$ cat config.mk
export PLATFORM = sky130hd
export DESIGN_NAME = mem_port_arbiter_flat
export DESIGN_NICKNAME = d
export VERILOG_FILES = /design/src/rtl/mem_port_arbiter_pkg.sv /design/src/rtl/mem_port_arbiter_if.sv /design/src/rtl/mem_port_arbiter_arb_pick.sv /design/src/rtl/mem_port_arbiter.sv /design/src/flat_wrapper.sv
export SDC_FILE = /design/constraint.sdc
export NUM_CORES = 1
export LEC_CHECK = 0
export CAP_MARGIN = 0
export CORE_ASPECT_RATIO = 2
export CORE_UTILIZATION = 44
export CTS_CLUSTER_DIAMETER = 80
export DETAILED_ROUTE_END_ITERATION = 7
export DONT_BUFFER_PORTS = 1
export SETUP_SLACK_MARGIN = 0.2
export SYNTH_ARGS = -nofsm -noshare
export SYNTH_HDL_FRONTEND = slang
export SYNTH_SLANG_ARGS = --single-unit
$ cat constraint.sdc
create_clock -name clk -period 2.4 [get_ports clk]
set_input_delay 0.48 -clock clk [delete_from_list [all_inputs] [get_ports clk]]
set_output_delay 0.48 -clock clk [all_outputs]
set_load 0.005 [all_outputs]
$ cat src/rtl/mem_port_arbiter_pkg.sv
// rtl/mem_port_arbiter_pkg.sv - shared types and constants for the memory port arbiter
package mem_arb_pkg;

    // Which requester owns the read return in flight
    typedef enum logic [1:0] {
        OWN_NONE = 2'd0,
        OWN_CPU  = 2'd1,
        OWN_DBG  = 2'd2
    } owner_t;

    localparam int AW_DEF = 8;
    localparam int DW_DEF = 16;

    // Top word of the 256-word map; also the default first illegal address
    localparam logic [7:0] ADDR_RSVD = 8'hFF;

endpackage

$ cat src/rtl/mem_port_arbiter_if.sv
// rtl/mem_port_arbiter_if.sv - CPU, debug and memory-side bundle for the memory port arbiter
interface mem_port_arbiter_if
    import mem_arb_pkg::*;
#(
    parameter int AW = AW_DEF,
    parameter int DW = DW_DEF
);
    logic          cpu_req;
    logic          cpu_we;
    logic [AW-1:0] cpu_addr;
    logic [DW-1:0] cpu_wdata;
    logic          cpu_gnt;
    logic          cpu_stall;
    logic          cpu_rvalid;
    logic [DW-1:0] cpu_rdata;

    logic          dbg_req;
    logic          dbg_we;
    logic [AW-1:0] dbg_addr;
    logic [DW-1:0] dbg_wdata;
    logic          dbg_gnt;
    logic          dbg_rvalid;
    logic [DW-1:0] dbg_rdata;
    logic          dbg_lock;

    logic          mem_en;
    logic          mem_we;
    logic [AW-1:0] mem_addr;
    logic [DW-1:0] mem_wdata;
    logic [DW-1:0] mem_rdata;

    logic          addr_err;

    // Arbiter side
    modport slave (
        input  cpu_req, cpu_we, cpu_addr, cpu_wdata,
        input  dbg_req, dbg_we, dbg_addr, dbg_wdata, dbg_lock,
        input  mem_rdata,
        output cpu_gnt, cpu_stall, cpu_rvalid, cpu_rdata,
        output dbg_gnt, dbg_rvalid, dbg_rdata,
        output mem_en, mem_we, mem_addr, mem_wdata,
        output addr_err
    );

    // Requesters and memory macro side
    modport master (
        output cpu_req, cpu_we, cpu_addr, cpu_wdata,
        output dbg_req, dbg_we, dbg_addr, dbg_wdata, dbg_lock,
        output mem_rdata,
        input  cpu_gnt, cpu_stall, cpu_rvalid, cpu_rdata,
        input  dbg_gnt, dbg_rvalid, dbg_rdata,
        input  mem_en, mem_we, mem_addr, mem_wdata,
        input  addr_err
    );

endinterface

$ cat src/rtl/mem_port_arbiter_arb_pick.sv
// rtl/mem_port_arbiter_arb_pick.sv - combinational winner selection between CPU and debug port
module arb_pick
    import mem_arb_pkg::*;
(
    input  logic   cpu_req,
    input  logic   dbg_req,
    input  logic   dbg_lock,
    input  logic   starve,
    input  owner_t last_gnt,
    output logic   cpu_gnt,
    output logic   dbg_gnt
);

    logic dbg_wins_tie;

    // Lock overrides everything; on a tie the debug port wins only when starved or when the CPU won last
    always_comb begin
        dbg_wins_tie = starve || (last_gnt == OWN_CPU);
        cpu_gnt      = 1'b0;
        dbg_gnt      = 1'b0;
        if (dbg_lock) begin
            dbg_gnt = dbg_req;
        end else if (cpu_req && dbg_req) begin
            if (dbg_wins_tie) begin
                dbg_gnt = 1'b1;
            end else begin
                cpu_gnt = 1'b1;
            end
        end else begin
            cpu_gnt = cpu_req;
            dbg_gnt = dbg_req;
        end
    end

endmodule

$ cat src/rtl/mem_port_arbiter.sv
// rtl/mem_port_arbiter.sv - two-port arbiter for the 256x16 main memory; MEM_ARB_ROUND_ROBIN_EN selects round-robin
module mem_port_arbiter
    import mem_arb_pkg::*;
#(
    parameter int AW         = AW_DEF,
    parameter int DW         = DW_DEF,
    parameter int MAX_WAIT   = 4,
    parameter int ADDR_LIMIT = int'(ADDR_RSVD)
)(
    input  logic               clk,
    input  logic               rst,
    mem_port_arbiter_if.slave  bus
);

    localparam logic [AW:0] LIMIT = (AW+1)'(ADDR_LIMIT);

    logic          cpu_gnt;
    logic          dbg_gnt;
    logic          any_gnt;
    logic          starve;
    owner_t        last_gnt;
    logic [3:0]    wait_cnt;

    logic          win_we;
    logic [AW-1:0] win_addr;
    logic [DW-1:0] win_wdata;
    logic          win_illegal;
    logic          issue;

    owner_t        owner_q;
    logic          rd_q;
    logic          ill_q;
    logic [DW-1:0] ret_data;
    logic          cpu_rvalid;
    logic          dbg_rvalid;
    logic [DW-1:0] cpu_rdata_q;
    logic [DW-1:0] dbg_rdata_q;
    logic          addr_err_q;

    // Requests are masked during reset so no grant or strobe leaks out while rst is high
    arb_pick u_pick (
        .cpu_req  (bus.cpu_req & ~rst),
        .dbg_req  (bus.dbg_req & ~rst),
        .dbg_lock (bus.dbg_lock),
        .starve   (starve),
        .last_gnt (last_gnt),
        .cpu_gnt  (cpu_gnt),
        .dbg_gnt  (dbg_gnt)
    );

    assign any_gnt = cpu_gnt | dbg_gnt;

`ifdef MEM_ARB_ROUND_ROBIN_EN
    owner_t last_gnt_q;

    assign wait_cnt = 4'd0;
    assign starve   = 1'b0;
    assign last_gnt = last_gnt_q;

    // Remember who won last so the other port takes the next tie; DBG at reset lets the CPU win first
    always_ff @(posedge clk or posedge rst) begin
        if (rst) begin
            last_gnt_q <= OWN_DBG;
        end else if (cpu_gnt) begin
            last_gnt_q <= OWN_CPU;
        end else if (dbg_gnt) begin
            last_gnt_q <= OWN_DBG;
        end
    end
`else
    localparam logic [3:0] MAX_W = 4'(MAX_WAIT);

    logic [3:0] wait_cnt_q;

    assign wait_cnt = wait_cnt_q;
    assign starve   = (wait_cnt == MAX_W);
    assign last_gnt = OWN_DBG;

    // Count consecutive denied debug cycles, saturating at MAX_WAIT so the debug port is forced through
    always_ff @(posedge clk or posedge rst) begin
        if (rst) begin
            wait_cnt_q <= 4'd0;
        end else if (!bus.dbg_req || dbg_gnt) begin
            wait_cnt_q <= 4'd0;
        end else if (wait_cnt_q != MAX_W) begin
            wait_cnt_q <= wait_cnt_q + 4'd1;
        end
    end
`endif

    // Route the winning request towards memory
    always_comb begin
        win_we    = 1'b0;
        win_addr  = '0;
        win_wdata = '0;
        if (cpu_gnt) begin
            win_we    = bus.cpu_we;
            win_addr  = bus.cpu_addr;
            win_wdata = bus.cpu_wdata;
        end else if (dbg_gnt) begin
            win_we    = bus.dbg_we;
            win_addr  = bus.dbg_addr;
            win_wdata = bus.dbg_wdata;
        end
    end

    // Illegal addresses are still granted so the requester never hangs, but memory is left untouched
    assign win_illegal   = any_gnt && ({1'b0, win_addr} >= LIMIT);
    assign issue         = any_gnt && !win_illegal;
    assign bus.mem_en    = issue;
    assign bus.mem_we    = issue && win_we;
    assign bus.mem_addr  = issue ? win_addr : '0;
    assign bus.mem_wdata = (issue && win_we) ? win_wdata : '0;

    // Track the owner of each read so the return one cycle later goes to the right port
    always_ff @(posedge clk or posedge rst) begin
        if (rst) begin
            owner_q <= OWN_NONE;
            rd_q    <= 1'b0;
            ill_q   <= 1'b0;
        end else begin
            owner_q <= cpu_gnt ? OWN_CPU : (dbg_gnt ? OWN_DBG : OWN_NONE);
            rd_q    <= any_gnt && !win_we;
            ill_q   <= win_illegal;
        end
    end

    assign cpu_rvalid = rd_q && (owner_q == OWN_CPU);
    assign dbg_rvalid = rd_q && (owner_q == OWN_DBG);
    assign ret_data   = ill_q ? '0 : bus.mem_rdata;

    // Each port keeps its last returned word while the other port is being served
    always_ff @(posedge clk or posedge rst) begin
        if (rst) begin
            cpu_rdata_q <= '0;
            dbg_rdata_q <= '0;
        end else begin
            if (cpu_rvalid) cpu_rdata_q <= ret_data;
            if (dbg_rvalid) dbg_rdata_q <= ret_data;
        end
    end

    // Sticky out-of-range flag, cleared only by reset
    always_ff @(posedge clk or posedge rst) begin
        if (rst) begin
            addr_err_q <= 1'b0;
        end else if (win_illegal) begin
            addr_err_q <= 1'b1;
        end
    end

    assign bus.cpu_gnt    = cpu_gnt;
    assign bus.cpu_stall  = bus.cpu_req & ~cpu_gnt;
    assign bus.cpu_rvalid = cpu_rvalid;
    assign bus.cpu_rdata  = cpu_rvalid ? ret_data : cpu_rdata_q;
    assign bus.dbg_gnt    = dbg_gnt;
    assign bus.dbg_rvalid = dbg_rvalid;
    assign bus.dbg_rdata  = dbg_rvalid ? ret_data : dbg_rdata_q;
    assign bus.addr_err   = addr_err_q;

endmodule
$ cat src/flat_wrapper.sv
// flat-port wrapper written by rule: the top's interface ports become plain ports
module mem_port_arbiter_flat import mem_arb_pkg::*;
#(
    parameter int AW         = AW_DEF,
    parameter int DW         = DW_DEF,
    parameter int MAX_WAIT   = 4,
    parameter int ADDR_LIMIT = int'(ADDR_RSVD)
)
  (clk, rst, bus_cpu_req, bus_cpu_we, bus_cpu_addr, bus_cpu_wdata, bus_dbg_req, bus_dbg_we, bus_dbg_addr, bus_dbg_wdata, bus_dbg_lock, bus_mem_rdata, bus_cpu_gnt, bus_cpu_stall, bus_cpu_rvalid, bus_cpu_rdata, bus_dbg_gnt, bus_dbg_rvalid, bus_dbg_rdata, bus_mem_en, bus_mem_we, bus_mem_addr, bus_mem_wdata, bus_addr_err);
  mem_port_arbiter_if #(.AW(AW), .DW(DW)) bus_i ();
  input  logic clk;
  input  logic rst;
  input wire logic [$bits(bus_i.cpu_req)-1:0] bus_cpu_req;
  input wire logic [$bits(bus_i.cpu_we)-1:0] bus_cpu_we;
  input wire logic [$bits(bus_i.cpu_addr)-1:0] bus_cpu_addr;
  input wire logic [$bits(bus_i.cpu_wdata)-1:0] bus_cpu_wdata;
  input wire logic [$bits(bus_i.dbg_req)-1:0] bus_dbg_req;
  input wire logic [$bits(bus_i.dbg_we)-1:0] bus_dbg_we;
  input wire logic [$bits(bus_i.dbg_addr)-1:0] bus_dbg_addr;
  input wire logic [$bits(bus_i.dbg_wdata)-1:0] bus_dbg_wdata;
  input wire logic [$bits(bus_i.dbg_lock)-1:0] bus_dbg_lock;
  input wire logic [$bits(bus_i.mem_rdata)-1:0] bus_mem_rdata;
  output wire logic [$bits(bus_i.cpu_gnt)-1:0] bus_cpu_gnt;
  output wire logic [$bits(bus_i.cpu_stall)-1:0] bus_cpu_stall;
  output wire logic [$bits(bus_i.cpu_rvalid)-1:0] bus_cpu_rvalid;
  output wire logic [$bits(bus_i.cpu_rdata)-1:0] bus_cpu_rdata;
  output wire logic [$bits(bus_i.dbg_gnt)-1:0] bus_dbg_gnt;
  output wire logic [$bits(bus_i.dbg_rvalid)-1:0] bus_dbg_rvalid;
  output wire logic [$bits(bus_i.dbg_rdata)-1:0] bus_dbg_rdata;
  output wire logic [$bits(bus_i.mem_en)-1:0] bus_mem_en;
  output wire logic [$bits(bus_i.mem_we)-1:0] bus_mem_we;
  output wire logic [$bits(bus_i.mem_addr)-1:0] bus_mem_addr;
  output wire logic [$bits(bus_i.mem_wdata)-1:0] bus_mem_wdata;
  output wire logic [$bits(bus_i.addr_err)-1:0] bus_addr_err;
  assign bus_i.cpu_req = bus_cpu_req;
  assign bus_i.cpu_we = bus_cpu_we;
  assign bus_i.cpu_addr = bus_cpu_addr;
  assign bus_i.cpu_wdata = bus_cpu_wdata;
  assign bus_i.dbg_req = bus_dbg_req;
  assign bus_i.dbg_we = bus_dbg_we;
  assign bus_i.dbg_addr = bus_dbg_addr;
  assign bus_i.dbg_wdata = bus_dbg_wdata;
  assign bus_i.dbg_lock = bus_dbg_lock;
  assign bus_i.mem_rdata = bus_mem_rdata;
  assign bus_cpu_gnt = bus_i.cpu_gnt;
  assign bus_cpu_stall = bus_i.cpu_stall;
  assign bus_cpu_rvalid = bus_i.cpu_rvalid;
  assign bus_cpu_rdata = bus_i.cpu_rdata;
  assign bus_dbg_gnt = bus_i.dbg_gnt;
  assign bus_dbg_rvalid = bus_i.dbg_rvalid;
  assign bus_dbg_rdata = bus_i.dbg_rdata;
  assign bus_mem_en = bus_i.mem_en;
  assign bus_mem_we = bus_i.mem_we;
  assign bus_mem_addr = bus_i.mem_addr;
  assign bus_mem_wdata = bus_i.mem_wdata;
  assign bus_addr_err = bus_i.addr_err;
  mem_port_arbiter #(.AW(AW), .DW(DW), .MAX_WAIT(MAX_WAIT), .ADDR_LIMIT(ADDR_LIMIT)) u_core (.clk(clk), .rst(rst), .bus(bus_i));
endmodule
==> results of run 1 <==
==> per-layer routing <==
| layer | global-route usage (%) | vias up | wire length [µm] |
|---|---|---|---|
| li1 | - | 920 | - |
| met1 | 18.3 | 889 | 1900 |
| met2 | 39.9 | 84 | 3200 |
| met3 | 5.12 | 6 | 344 |
| met4 | 7.89 | 0 | 93 |
| met5 | 0 | - | 0 |
==> power by group through the flow <==
stage / combinational, mW / clock, mW / sequential, mW
floorplan: 0.294 / 0 / 0.908
global placement: 0.387 / 0 / 0.912
detailed placement: 0.397 / 0 / 0.919
CTS: 0.424 / 0.573 / 0.906
global route: 0.486 / 0.611 / 0.925
finish: 0.421 / 0.564 / 0.905
==> cell type report <==
type                            count  share of cell area, %
Multi-Input combinational cell    197                   46.8
Sequential cell                    41                   36.4
Timing Repair Buffer               29                   9.54
Clock buffer                        7                   3.06
Tap cell                           57                   2.53
Clock inverter                      1                   1.06
Inverter                            5                  0.665
==> timing repair <==
item | in CTS | in global routing
setup endpoints to repair | 29 | 28
pin swaps | 5 | 0
cloned | 1 | 0
gates resized for setup | 35 | 11
buffers inserted | 6 | 2
==> flip-flops by register name (all words and copies together) (netlist names) <==
signal / count
u_core.bus.addr_err: 1
u_core.cpu_rdata_q: 16
u_core.dbg_rdata_q: 16
u_core.ill_q: 1
u_core.owner_q: 2
u_core.rd_q: 1
u_core.wait_cnt: 4
==> cell usage in the layout (no fill, tap or decap), drive strengths merged, types with 2 or more instances in the layout <==
master	synthesis	routed
nand2	48	48
o22ai	4	4
nand2b	17	17
and3	8	8
inv	5	4
a22o	17	17
buf	10	29
nor2	40	40
dfrtp	41	41
nor4	1	2
ha	2	2
nand3b	2	2
nor2b	2	2
o21ai	32	32
o21a	2	2
a21oi	2	2
clkbuf	8	7
o211a	8	8
==> worst max-delay path by stage <==
stage / startpoint / to / slack (ps) / cells past startpoint
after floorplan: u_core.wait_cnt[1] / bus_mem_wdata[10] / 7 / 10
after global placement: u_core.wait_cnt[0] / bus_mem_wdata[10] / -460 / 8
after detailed placement: u_core.wait_cnt[0] / bus_mem_wdata[11] / -540 / 8
after CTS: u_core.wait_cnt[0] / bus_mem_wdata[11] / -180 / 9
after global routing: u_core.wait_cnt[0] / bus_mem_addr[3] / -310 / 9
final: u_core.wait_cnt[0] / bus_mem_addr[3] / -200 / 9
==> worst max-delay path, cell delays in order, from the launching register on <==
cell	delay (ps)
dfrtp_1	390
inv_2	80
ha_4	130
and3b_2	240
buf_6	140
o211a_4	170
o22ai_4	80
nor4_4	310
buf_6	210
nor2_1	70
==> cell families (layout without fill, tap and decap cells) <==
kind of cell / count (synthesis) / in the layout / synth area share, %
simple gates: 126 / 127 / 26.4
compound gates: 65 / 65 / 20.5
flops: 41 / 41 / 45.4
buf+inv: 23 / 42 / 5.36
fa+ha+maj: 2 / 2 / 1.11
xor+xnor: 2 / 2 / 0.774
mux: 1 / 1 / 0.442
==> through the flow <==
step | hold slack, ps | util [%] | instance area, µm² | cells | TNS [ps]
after floorplan | 465 | - | 2280 | 260 | 0
after global placement | 343 | 49.2 | 2420 | 320 | -11740
after detailed placement | 349 | 49.2 | 2420 | 320 | -13990
after CTS | 37.2 | 56.3 | 2760 | 335 | -4340
after global routing | 48.4 | 57.4 | 2820 | 337 | -7520
final | 31.8 | 57.4 | 2820 | 337 | -4540
==> flow_summary.yaml, run 1 <==
setup_path:
  endpoint_kind: "primary output"
  required_ps: 1920
  rr_worst_depth: 11
  path_max_fanout: 8
  r2r-start: "u_core.wait_cnt[0]"
  rr_endpoint: "u_core.bus.addr_err"
  start_kind: "flip-flop"
  cp_data_arrival_time_ps: 2120
  ff2ff_setup_slack_ps: 190
  path_class: "flip-flop to primary output"
die:
  start_util_pct: 46.1
  die_area_mm2: 0.00545
  placementRows: 36
  coreArea_mm2: 0.00491
  pin_count: 135
  die_y_um: 103
  die_x_um: 52.7
synthesis:
  synth_top_area_share_pct: 45.4
  synth_top_cells_by_count: "nand2_1, dfrtp_1, nor2_1"
  synth_nets: 333
  synthesis.area_mm2: 0.00226
  synth.distinct_cells: 35
  ys.flop_type: "dfrtp_1"
  synthTopCellsByArea: "dfrtp_1, nand2_1, o21ai_0"
  synth_warnings: 0
  ys_seq_area_share_pct: 45.4
  yosys_register_bits: 41
  syn_inst: 260
  netlist.top_cell.by_area: "dfrtp_1"
  async_reset_ff_share_pct: 100
  synth_edf_count: 0
  synth.most_common_cell: "nand2_1"
  synth_area_per_cell_um2: 8.70
sta:
  fin_crit_sh_pct: 108
  relSlewSlack_pct: 68.5
  worst_slew_pin_slew_ps: 469
  final_max_slew_viol_count: 0
  layout_setup_ws_ps: -199
  final-hold-violation-count: 0
  fmax_mhz: 385
  fin_skew_ps: 2.65
  setup_viol: 26
  fin_crit_ps: 2600
  rsz0062_at_grt: "yes"
clocking:
  cts.sinks: 41
  cts_made_buffers: 5
  clk_latency_ps: 280
  ctsHtreeMaxLevel: 2
  cts_tree: "yes"
  clkTransAtPathRegs_ps: 70
  cts_root_buf: "clkbuf_8"
  hold_buffers: 0
  clk_path_buf_depth: 2
detailed_routing:
  wl_um: 5540
  firstDrtPassIters: 4
  viasPerCell: 5.64
  ant_nets: 0
  drc: 0
  vias: 1899
  first_iter_violations: 31
  wire_per_inst_um: 16.4
cells_and_area:
  ff_latch_area_mm2: 0.00103
  drive_above_1_share_pct: 25.7
  fillCellCount: 469
  final_nets: 352
  diodes: 0
  multi_input_area_mm2: 0.00132
  areaGrowthSynthToFinish_pct: 24.7
pwr:
  p_seq_share_pct: 47.9
  p_per_area_mw_per_mm2: 670
  p_clk_share_pct: 29.8
  p_sw_share_pct: 28.6
  internal_power_mw: 1.35
  p_comb_share_pct: 22.3
  switchingPower_mw: 0.540
  max-vdd-ir-drop_mv: 0.441
  cellLeakagePower_nw: 1.35
  power_mw: 1.89
run_status:
  violations: "setup timing"
  outcome: "complete, but fails checks"
place:
  port_buffers: 0
  place.gp.congestion: 0.772
  hpwlAfterDp_um: 4030
  dp_slack_ps: -545
global_routing:
  grt_overflow_total: 0
  grt_pass1_vias: 1782
  grt_pass1_wl_um: 8160
  antenna_found_initial: 0
  track_usage_pct: 20.2
  grt_max_degree: 34
min_path:
  min_path_type: "input port to async pin"
job:
  drv_cap: 0
Power figures use the tool's default switching activity.
==> run 2, diff against run 1 <==
--- a/config.mk
+++ b/config.mk
@@ -7,7 +7,8 @@
 export LEC_CHECK = 0
 export CAP_MARGIN = 0
 export CORE_ASPECT_RATIO = 2
-export CORE_UTILIZATION = 44
+export CORE_MARGIN = 2
+export CORE_UTILIZATION = 40
 export CTS_CLUSTER_DIAMETER = 80
 export DETAILED_ROUTE_END_ITERATION = 7
 export DONT_BUFFER_PORTS = 1
@@ -15,3 +16,4 @@
 export SYNTH_ARGS = -nofsm -noshare
 export SYNTH_HDL_FRONTEND = slang
 export SYNTH_SLANG_ARGS = --single-unit
+export TNS_END_PERCENT = 30
==> run 2 against run 1 <==
  * The flow still finishes with violations (setup timing)
  * Clock skew grew 3.8 ps
  * Count of clock-buffer cells in the layout shrank 1
  * Final area grew 5.0%
  * First-iteration DRC count grew 52%
  * Critical endpoint is now bus_mem_wdata[2]
  * Largest power group unchanged
==> flow_summary.yaml, run 2 (same netlist as run 1, synthesis figures left out) <==
setup_path:
  ff2ff_setup_slack_ps: 260
  r2r-start: "u_core.wait_cnt[0]"
  required_ps: 1920
  cp_data_arrival_time_ps: 2200
  rr_endpoint: "u_core.bus.addr_err"
  rr_worst_depth: 10
  path_max_fanout: 11
  endpoint_kind: "primary output"
  start_kind: "flip-flop"
  path_class: "flip-flop to primary output"
sta:
  final_max_slew_viol_count: 0
  tns_ps: -6890
  worst_slew_pin_slew_ps: 512
  fmax_mhz: 373
  rsz0062_at_grt: "yes"
  setup_viol: 26
  fin_skew_ps: 6.42
  final-hold-violation-count: 0
  layout_setup_ws_ps: -283
  relSlewSlack_pct: 65.8
  hold_slack_ps: 177
  fin_crit_ps: 2680
  fin_crit_sh_pct: 112
cells_and_area:
  final_nets: 344
  areaGrowthSynthToFinish_pct: 30.9
  final_common_cell: "dfrtp_1"
  diodes: 0
  layout_common_cells: "dfrtp_1, nand2_1, o21ai_0"
  drive_above_1_share_pct: 33.1
  fillCellCount: 497
  fin_area_mm2: 0.00296
pwr:
  p_per_area_mw_per_mm2: 684
  cellLeakagePower_nw: 1.42
  p_comb_share_pct: 25.4
  p_clk_share_pct: 28.5
  internal_power_mw: 1.41
  p_seq_share_pct: 46.1
  switchingPower_mw: 0.618
  max-vdd-ir-drop_mv: 0.560
  power_mw: 2.02
  p_sw_share_pct: 30.6
run_status:
  violations: "setup timing"
  outcome: "complete, but fails checks"
die:
  die_y_um: 110
  die_area_mm2: 0.00631
  pin_count: 135
  die_x_um: 57.2
  start_util_pct: 41.7
  coreArea_mm2: 0.00542
  placementRows: 38
detailed_routing:
  vias: 1896
  drc: 0
  firstDrtPassIters: 3
  ant_nets: 0
  viasPerCell: 5.71
  first_iter_violations: 47
  wire_per_inst_um: 17.6
  wl_um: 5830
global_routing:
  grt_max_degree: 42
  grt_pass1_vias: 1758
  grt_pass1_wl_um: 8410
  antenna_found_initial: 0
  grt_overflow_total: 0
  track_usage_pct: 17.3
clocking:
  cts_tree: "yes"
  cts_root_buf: "clkbuf_8"
  clk_path_buf_depth: 2
  hold_buffers: 0
  cts_made_buffers: 5
  clk_latency_ps: 290
  cts.sinks: 41
  clkTransAtPathRegs_ps: 80
  ctsHtreeMaxLevel: 2
place:
  hpwlAfterDp_um: 4180
  place_area_mm2: 0.00237
  place.gp.congestion: 0.789
  port_buffers: 0
job:
  drv_cap: 0
min_path:
  min_path_type: "input port to async pin"
-- run 2: cell count changes in the layout (fill, tap and decap cells not counted), moves of 5 or more --
cell     before  now
nand2_1      46   37
and3_1        3    8
and3_4        5    0
nand2_4       0   10
nor2_2        4   18
o21ai_4       0   11
buf_4        20   11
nor2_1       30   18
o21ai_0      32   20
-- run 2: critical path, stage by stage (launching register included) --
cell and delay, ps:
dfrtp_1 410, inv_2 80, ha_4 130, and3b_2 200
buf_12 130, o211a_1 170, o22ai_2 110, nor4_4 290
buf_6 170, clkbuf_16 170, nor2_2 50
-- run 2: how the worst max path moves through the flow --
| stage | start | end | depth (start not counted) |
|---|---|---|---|
| floorplan | u_core.wait_cnt[1] | bus_mem_wdata[10] | 10 |
| global placement | bus_dbg_lock | bus_mem_addr[1] | 7 |
| detailed placement | bus_dbg_lock | bus_mem_addr[1] | 7 |
| CTS | u_core.wait_cnt[0] | bus_mem_wdata[14] | 9 |
| global route | u_core.wait_cnt[0] | bus_mem_wdata[2] | 10 |
| finish | u_core.wait_cnt[0] | bus_mem_wdata[2] | 10 |
-- run 2: layer usage --
metal / vias up / share of wire [%] / global-route usage [%]
li1: 903 / - / -
met1: 898 / 34 / 16.6
met2: 90 / 58 / 33.2
met3: 5 / 6.2 / 4.32
met4: 0 / 1.9 / 8.64
met5: - / 0 / 0
-- run 2: layout make-up --
cell class                 count  area [µm²]  area share [%]
clock buffer                   6        82.6            2.79
sequential                    41        1030            34.7
multi-input combinational    196        1440            48.7
clock inverter                 2        37.5            1.27
inverter                       5        18.8           0.634
tap                           60        75.1            2.54
timing repair buffer          22         278            9.38
-- run 2: repair_timing --
item,4_1_cts,5_1_grt
pin swaps,1,18
setup endpoints to repair,39,41
gates cloned,0,2
endpoints found under the hold margin,0,0
setup buffers,1,6
gates resized for setup,10,90
-- run 2: power by group through the flow --
stage	Clock [mW]	Combinational (mW)	Sequential [mW]
2_1_floorplan	0	0.294	0.908
3_3_place_gp	0	0.372	0.912
3_5_place_dp	0	0.383	0.919
4_1_cts	0.603	0.391	0.905
5_1_grt	0.619	0.584	0.950
6_report	0.577	0.513	0.933
-- run 2: stage by stage --
| step | instances | util [%] | worst slack, ps |
|---|---|---|---|
| 4_1_cts | 324 | 46.5 | -336 |
| 6_report | 332 | 54.6 | -283 |
| 3_3_place_gp | 315 | 43.7 | -26.1 |
| 3_5_place_dp | 315 | 43.7 | -33.2 |
| 2_1_floorplan | 260 | - | 6.76 |
| 5_1_grt | 332 | 54.6 | -370 |
==> run 3, diff against run 2 <==
--- a/config.mk
+++ b/config.mk
@@ -8,10 +8,12 @@
 export CAP_MARGIN = 0
 export CORE_ASPECT_RATIO = 2
 export CORE_MARGIN = 2
-export CORE_UTILIZATION = 40
+export CORE_UTILIZATION = 50
 export CTS_CLUSTER_DIAMETER = 80
 export DETAILED_ROUTE_END_ITERATION = 7
 export DONT_BUFFER_PORTS = 1
+export MAX_ROUTING_LAYER = met4
+export PLACE_DENSITY = 0.68
 export SETUP_SLACK_MARGIN = 0.2
 export SYNTH_ARGS = -nofsm -noshare
 export SYNTH_HDL_FRONTEND = slang
==> constraint.sdc (replaced) <==
create_clock -name clk -period 2.15 [get_ports clk]
set_input_delay 0.43 -clock clk [delete_from_list [all_inputs] [get_ports clk]]
set_output_delay 0.43 -clock clk [all_outputs]
set_load 0.005 [all_outputs]
==> run 3 against run 2 <==
  * The flow still finishes with violations (setup timing)
  * Critical path depth down 1
  * Combinational power down 4.9%
  * Wire length up 2.1%
  * Utilization up 11 points
  * Non-clock buffer count is 16 higher
  * Via count is 5.0% higher
  * First-iteration DRC count is 49% lower
  * Worst setup slack worse by 170 ps
  * Count of clock-buffer cells in the layout fell by 1
  * Final cell count increased by 3.0%
  * Hold slack worse by 57 ps
  * Clock power is essentially flat
  * Critical path type unchanged
  * Critical endpoint is now bus_mem_wdata[7]
  * Largest power group unchanged
==> flow_summary.yaml, run 3 (same netlist as run 1, synthesis figures left out) <==
pwr:
  switchingPower_mw: 0.594
  p_seq_share_pct: 48.7
  p_clk_share_pct: 27.8
  p_comb_share_pct: 23.5
  cellLeakagePower_nw: 1.40
  max-vdd-ir-drop_mv: 0.423
  p_per_area_mw_per_mm2: 726
  internal_power_mw: 1.48
  p_sw_share_pct: 28.6
detailed_routing:
  drc: 0
  firstDrtPassIters: 4
  viasPerCell: 5.82
  wire_per_inst_um: 17.4
  wl_um: 5950
  vias: 1991
  first_iter_violations: 24
  ant_nets: 0
setup_path:
  start_kind: "flip-flop"
  required_ps: 1720
  path_common_cell: "buf_6"
  rr_worst_depth: 9
  endpoint_kind: "primary output"
  slowest_delay_ps: 390
  path_class: "flip-flop to primary output"
  cp_top_family: "simple AND/OR/NAND/NOR gates"
  cp_num_buf_inv: 3
  cp_slowest_cell: "dfrtp_1"
  path_cells: "inv_2, ha_4, and3b_2, buf_6, o211a_4, o22ai_4, nor4_4, buf_6, nor2_2"
  cp_data_arrival_time_ps: 2170
  path_depth: 9
  path_max_fanout: 7
cells_and_area:
  areaGrowthSynthToFinish_pct: 26.4
  drive_above_1_share_pct: 30.9
  layout_common_cells: "nand2_1, dfrtp_1, o21ai_0"
  final_nets: 361
  fin_cells: 342
  final_common_cell: "nand2_1"
  fillCellCount: 370
  diodes: 0
clocking:
  clkTransAtPathRegs_ps: 70
  clk_latency_ps: 280
  cts.sinks: 41
  cts_root_buf: "clkbuf_8"
  ctsHtreeMaxLevel: 2
  hold_buffers: 0
  cts_tree: "yes"
  cts_made_buffers: 5
  clk_path_buf_depth: 2
die:
  coreArea_mm2: 0.00434
  die_y_um: 99.1
  die_x_um: 51.6
  pin_count: 135
  placementRows: 34
  die_area_mm2: 0.00511
  start_util_pct: 52.1
place:
  place.gp.congestion: 0.768
  port_buffers: 0
  placed_cells: 320
  hpwlAfterDp_um: 4300
job:
  drv_cap: 0
sta:
  fin_crit_ps: 2600
  fmax_mhz: 384
  layout_setup_ws_ps: -452
  tns_ps: -11620
  final_max_slew_viol_count: 0
  worst_slew_pin_slew_ps: 947
  setup_viol: 29
  fin_skew_ps: 4.11
  rsz0062_at_grt: "yes"
  fin_crit_sh_pct: 121
  relSlewSlack_pct: 36.5
  final-hold-violation-count: 0
run_status:
  outcome: "complete, but fails checks"
  violations: "setup timing"
global_routing:
  grt_overflow_total: 0
  grt_pass1_vias: 1920
  track_usage_pct: 24.1
  grt_max_degree: 34
  antenna_found_initial: 0
  grt_pass1_wl_um: 9110
min_path:
  min_path_type: "input port to async pin"
run 3: cell types whose count changed in the layout (fill, tap and decap cells not counted), moves of 3 or more:
cell | before | now
buf_6 | 4 | 11
nor2_2 | 18 | 24
nand2_4 | 10 | 0
o21ai_0 | 20 | 30
o22ai_2 | 4 | 1
buf_4 | 11 | 25
buf_12 | 5 | 2
nand2_1 | 37 | 48
o22ai_4 | 0 | 3
nor2_1 | 18 | 15
o21ai_4 | 11 | 0
o211a_1 | 7 | 4
nor2_4 | 4 | 1
o211a_4 | 1 | 4
run 3: final timing paths:
check | startpoint | endpoint | slack [ps]
max | u_core.wait_cnt[0] | bus_mem_wdata[7] | -450
min | rst | u_core.wait_cnt[2] | 120
max reg2reg | u_core.wait_cnt[0] | u_core.bus.addr_err | 40
min reg2reg | u_core.bus.addr_err | u_core.bus.addr_err | 510
max in group asynchronous | rst | u_core.dbg_rdata_q[14] | 1410
min in group clk | bus_dbg_req | u_core.wait_cnt[0] | 350
run 3: what timing repair did:
item | in CTS | in global routing
buffers inserted | 9 | 5
gates resized for setup | 48 | 5
pin swaps | 9 | 8
gates cloned | 1 | 0
setup endpoints to repair | 31 | 33
run 3: cell type report:
type                    count  area [µm²]  share of cell area [%]
inverters                   5        18.8                   0.656
multi-input cells         197        1290                    45.2
clock inverters             2        35.0                    1.23
flip-flops and latches     41        1030                    35.9
well taps                  54        67.6                    2.36
repair buffers             38         352                    12.3
clock buffers               5        68.8                    2.41
run 3: worst register-to-register path, stage by stage, from the launching register on:
cell     delay, ps
dfrtp_1        370
inv_2           60
ha_4           160
and3b_2        240
buf_6          140
o211a_4        260
o22ai_4        260
nor4_4          90
buf_6          160
or2_2          270
run 3: power groups by stage:
stage	logic [mW]	clock network (mW)	registers, mW
6_report	0.488	0.577	1.01
2_1_floorplan	0.328	0	1.01
5_1_grt	0.556	0.619	1.03
3_5_place_dp	0.444	0	1.03
4_1_cts	0.480	0.589	1.01
3_3_place_gp	0.434	0	1.02
run 3: per-layer routing:
metal	track usage (%)	share of wire, %	vias to the layer above
li1	-	-	942
met1	22.6	35	923
met2	44.7	55	116
met3	5.71	7.7	10
met4	9.72	2.0	0
met5	-	0	-
run 3: metrics by stage:
stage / hold slack (ps) / utilization (%) / cell area (µm²) / setup slack (ps) / total power [mW]
after floorplan: 465 / - / 2280 / -193 / 1.34
after global placement: 445 / 56.1 / 2430 / -697 / 1.45
after detailed placement: 449 / 56.1 / 2430 / -748 / 1.47
after CTS: 141 / 64.5 / 2800 / -382 / 2.08
after global routing: 160 / 65.9 / 2860 / -525 / 2.20
final: 120 / 65.9 / 2860 / -452 / 2.08
==> patch 1: new RTL, config.mk and constraints of run 3 <==
Set the package constant `DW_DEF` to 32 (it was 16).
--- a/src/rtl/mem_port_arbiter_pkg.sv
+++ b/src/rtl/mem_port_arbiter_pkg.sv
@@ -9,7 +9,7 @@
     } owner_t;
 
     localparam int AW_DEF = 8;
-    localparam int DW_DEF = 16;
+    localparam int DW_DEF = 32;
 
     // Top word of the 256-word map; also the default first illegal address
     localparam logic [7:0] ADDR_RSVD = 8'hFF;
Interface: changed (6 resized); port bits go from 135 to 231. The function was not compared with the original's and may differ.
==> patch 1 against run 3 <==
The flow still finishes with violations (negative setup slack). Sequential share of layout area increased by 1.6 points. Synthesized area is 66% higher. Final cell count grew 60%. Final area is 70% higher. Maximum frequency shrank 2.8%. Routed wire length rose by 76%. Global-route usage up 1.6 points. Total power rose by 120%. Sequential cell count is 32 higher. Count of clock-buffer cells in the layout is 7 higher. Setup slack lost 0.074 ns. Synthesized cell count rose by 68%. Largest cell class unchanged.
==> patch 1: results (changes against run 3) <==
first_iter_violations: 286  # was 24
grt.total_usage_pct: 25.67  # was 24.10%
drive_gt1_share_pct: 29.30  # was 30.90%
root_buffer: "clkbuf_16"  # was clkbuf_8
finalNonFillerCells: 546  # was 342
violations: "negative setup slack"  # unchanged
comb_power_w: 0.00105  # was 0.000488 W
finClkSkew_ns: 0.004591  # was 0.004112 ns
syn-num-nets: 559  # was 333
wire_per_inst_um: 19.14  # was 17.40 um
setup_ws_ns: -0.5255  # was -0.4518 ns
cp-startpoint: "u_core.wait_cnt[1]$_DFFE_PP0P_"  # was u_core.wait_cnt[0]$_DFFE_PP0P_
seq_area_frac_synth_pct: 48.65  # was 45.35%
tns_ns: -21.21  # was -11.62 ns
grt_pass1_vias: 3209  # was 1920
post_cts_buffers: 2  # was 9
wl_met2_mm: 5.508  # was 3.285 mm
htreeDepth: 3  # was 2
p_leak_nw: 2.329  # was 1.401 nW
placed_cell_area_um2: 4021  # was 2432 um2
postSynthAreaPerCell_um2: 8.573  # was 8.701 um2
grt_use_met1_pct: 24.84  # was 22.61%
worst_pin_slew_ns: 0.4493  # was 0.9470 ns
worstPathArrival_ns: 2.25  # was 2.17 ns
met3WireLength_um: 845  # was 458 um
use_met3_pct: 6.649  # was 5.706%
place_inst: 528  # was 320
pwr-share-clk_pct: 35.1  # was 27.8%
share_seq_of_total_power_pct: 41.6  # was 48.7%
finalNetCount: 570  # was 361
synth_area_leaders: "dfrtp_1 49%, nand2_1 9.8%, o21ai_0 8.5%, a22o_1 7.7%, nand2b_1 5.5%"  # was dfrtp_1 45%, nand2_1 8.0%, o21ai_0 7.1%, nor2_1 6.6%, a22o_1 6.6%
worst-path-max-fanout: 36  # was 7
gp_congestion: 0.8542  # was 0.7678
place_ws_ns: -0.2965  # was -0.7478 ns
wl_met1_mm: 3.535  # was 2.089 mm
utilization_pct: 67.06  # was 65.89%
setup_violations: 43  # was 29
peakVddDrop_mv: 0.3957  # was 0.4233 mV
dp_hpwl_mm: 7.691  # was 4.299 mm
grt_pass1_wl_mm: 15.73  # was 9.114 mm
status: "complete, but fails checks"  # unchanged
[patch 1: cell types whose count changed after synthesis, sizes merged, moves of 2 or more]
cell / delta
nand2: +50
nor2: +13
buf: +2
clkbuf: +15
o21ai: +32
a21boi: +2
a21oi: +2
o21a: -2
nand2b: +16
a22o: +16
dfrtp: +32
[patch 1: layout make-up]
cell class              instances  area share, %
inverters                       5         0.3851
multi-input cells             325          45.88
well taps                      92          2.362
clock inverters                 4          1.566
flip-flops and latches         73          37.51
clock buffers                  12          5.058
repair buffers                 35          7.240
[patch 1: worst register-to-register path, cell delays in order (launching register included)]
cell and delay (ns):
dfrtp_1 0.35, inv_2 0.05, ha_4 0.16, and3b_2 0.22, buf_6 0.14, o211a_1 0.24
o22ai_2 0.21, nor4_4 0.09, buf_12 0.18, buf_4 0.15, or2_2 0.26
[patch 1: cell families (layout without fill, tap and decap cells)]
group | count (synthesis) | in the layout | share of synthesized area (%)
compound gates | 115 | 115 | 20.06
xor+xnor | 2 | 2 | 0.4666
fa+ha+maj | 2 | 2 | 0.6663
buf+inv | 40 | 56 | 5.231
flops | 73 | 73 | 48.65
simple gates | 206 | 206 | 24.93
[patch 1: path summary, 6_finish.rpt]
| check | to | slack [ns] | cells after the start |
|---|---|---|---|
| min in group clk | u_core.dbg_rdata_q[16]$_DFF_PP0_ | 0.31 | 2 |
| max in group asynchronous | u_core.ill_q$_DFF_PP0_ | 1.75 | 2 |
| worst min-delay path | u_core.wait_cnt[2]$_DFFE_PP0P_ | 0.05 | 2 |
| worst max-delay path | bus_mem_wdata[8] | -0.53 | 9 |
| worst min register to register | u_core.dbg_rdata_q[18]$_DFF_PP0_ | 0.48 | 2 |
| worst max register to register | u_core.bus.addr_err$_DFFE_PP0P_ | -0.01 | 10 |
==> patch 2: new RTL, flow settings as in run 3 <==
Without the edit above. Register the output `bus.dbg_rdata`; this adds one clock of latency there.
--- a/src/rtl/mem_port_arbiter.sv
+++ b/src/rtl/mem_port_arbiter.sv
@@ -155,7 +155,9 @@
     assign bus.cpu_rdata  = cpu_rvalid ? ret_data : cpu_rdata_q;
     assign bus.dbg_gnt    = dbg_gnt;
     assign bus.dbg_rvalid = dbg_rvalid;
-    assign bus.dbg_rdata  = dbg_rvalid ? ret_data : dbg_rdata_q;
+    always_ff @(posedge clk) begin
+        bus.dbg_rdata <= dbg_rvalid ? ret_data : dbg_rdata_q;
+    end
     assign bus.addr_err   = addr_err_q;
 
 endmodule
Behaviour: not the same (a bounded check fails within 4 cycles, from zero or initial values and one cycle with rst high).
==> patch 2 against run 3 <==
Via count increased by 0.80%. Synthesized area increased by 15%. Worst hold slack improved by 0.023 ns. Final area increased by 14%. Global-route usage decreased by 2.2 points. Largest power group unchanged. The run still ends with negative setup slack left. Sequential cell count increased by 16. Final cell count increased by 1.2%. Routed wire length increased by 2.9%. Total power increased by 33%. Setup slack got worse by 0.11 ns. Sequential share of layout area increased by 5.6 points. Highest routed layer unchanged. Maximum frequency decreased by 4.0%. Die area increased by 14%.
==> patch 2: results (changes against run 3) <==
violations: "negative setup slack"  # unchanged
switching_share_pct: 27.41  # was 28.61%
wl_met1_mm: 2.123  # was 2.089 mm
clock_buffers: 13  # was 5
synth_cell_type_count: 37  # was 35
num_vias: 2007  # was 1991
yosys-top-cells-count: "41 x dfrtp_1, 33 x o21ai_0, 32 x nand2_1, 18 x nand2b_1"  # was 48 x nand2_1, 41 x dfrtp_1, 40 x nor2_1, 32 x o21ai_0
drive_gt1_share_pct: 31.60  # was 30.90%
use_met3_pct: 6.180  # was 5.706%
cts_buffers: 9  # was 5
first_iter_violations: 64  # was 24
finalNetCount: 356  # was 361
hold_ws_ns: 0.1433  # was 0.1205 ns
seq_area_frac_synth_pct: 51.71  # was 45.35%
worstPathArrival_ns: 2.28  # was 2.17 ns
gp_congestion: 0.8260  # was 0.7678
r2r_setup_slack_ns: 0.07  # was 0.04 ns
async_flop_share_pct: 71.93  # was 100.0%
peakVddDrop_mv: 0.7007  # was 0.4233 mV
grt_pass1_wl_mm: 8.997  # was 9.114 mm
clk-power_w: 0.000854  # was 0.000577 W
grt.total_usage_pct: 21.87  # was 24.10%
status: "complete, but fails checks"  # unchanged
slowest_delay_ns: 0.37  # was 0.39 ns
cp_top_family: "compound AO/OA/AOI/OAI gates"  # was simple AND/OR/NAND/NOR gates
share_seq_of_total_power_pct: 52.5  # was 48.7%
worst-path-max-fanout: 14  # was 7
synth_area_leaders: "dfrtp_1 39%, dfxtp_1 12%, o21ai_0 6.3%, nor3_2 6.2%, a22oi_1 4.6%"  # was dfrtp_1 45%, nand2_1 8.0%, o21ai_0 7.1%, nor2_1 6.6%, a22o_1 6.6%
dp_hpwl_mm: 4.100  # was 4.299 mm
worst_pin_slew_ns: 0.5152  # was 0.9470 ns
met3WireLength_um: 532  # was 458 um
p_leak_nw: 1.376  # was 1.401 nW
use_met2_pct: 36.39  # was 44.67%
grt_pass1_vias: 1932  # was 1920
wire_per_inst_um: 17.71  # was 17.40 um
multi_input_area_share_pct: 38.23  # was 45.16%
setup_ws_ns: -0.5614  # was -0.4518 ns
setup_violations: 29  # unchanged
clkCellAreaFrac_pct: 5.356  # was 3.632%
sh_seq_area_pct: 41.50  # was 35.89%
syn-num-nets: 326  # was 333
n_fill_cell: 424  # was 370
-- patch 2: cell types whose count changed after synthesis, moves of 8 or more --
cell and delta:
nor2_1 -32, a22o_1 -17, a22oi_1 +16, dfxtp_1 +16, nand2_1 -16, nor3_2 +16
nand3_1 +8
-- patch 2: metrics by stage --
step / area [um2] / worst slack (ns) / TNS, ns / instances
final: 3247 / -0.5614 / -14.14 / 346
after floorplan: 2615 / -0.3994 / -6.857 / 253
after CTS: 3133 / -0.5561 / -14.45 / 341
after detailed placement: 2810 / -0.2778 / -7.038 / 320
after global routing: 3247 / -0.7017 / -17.94 / 346
after global placement: 2810 / -0.2492 / -6.233 / 320
-- patch 2: what timing repair did --
action,4_1_cts,5_1_grt
buffers inserted,3,4
setup endpoints to repair,31,43
resized for setup,21,21
pin swaps,3,11
gates cloned,2,1
-- patch 2: how the worst max path moves through the flow --
stage,from,endpoint,slack [ns]
floorplan,rst,bus_mem_we,-0.40
global placement,u_core.wait_cnt[0]$_DFFE_PP0P_,bus_mem_we,-0.25
detailed placement,u_core.wait_cnt[0]$_DFFE_PP0P_,bus_mem_addr[4],-0.28
CTS,u_core.wait_cnt[0]$_DFFE_PP0P_,bus_mem_wdata[1],-0.56
global route,u_core.wait_cnt[0]$_DFFE_PP0P_,bus_mem_addr[6],-0.70
finish,u_core.wait_cnt[0]$_DFFE_PP0P_,bus_mem_addr[7],-0.56
-- patch 2: kinds of logic (layout without fill, tap and decap cells) --
logic type / Yosys count / in the layout / share of synthesized area, %
adder cells (fa/ha/maj): 2 / 2 / 0.9609
AND/OR/NAND/NOR: 95 / 96 / 21.77
multiplexers: 1 / 1 / 0.3844
flip-flops: 57 / 57 / 51.71
buffers and inverters: 24 / 58 / 5.718
AO/OA/AOI/OAI: 72 / 72 / 18.79
XOR/XNOR: 2 / 2 / 0.6729
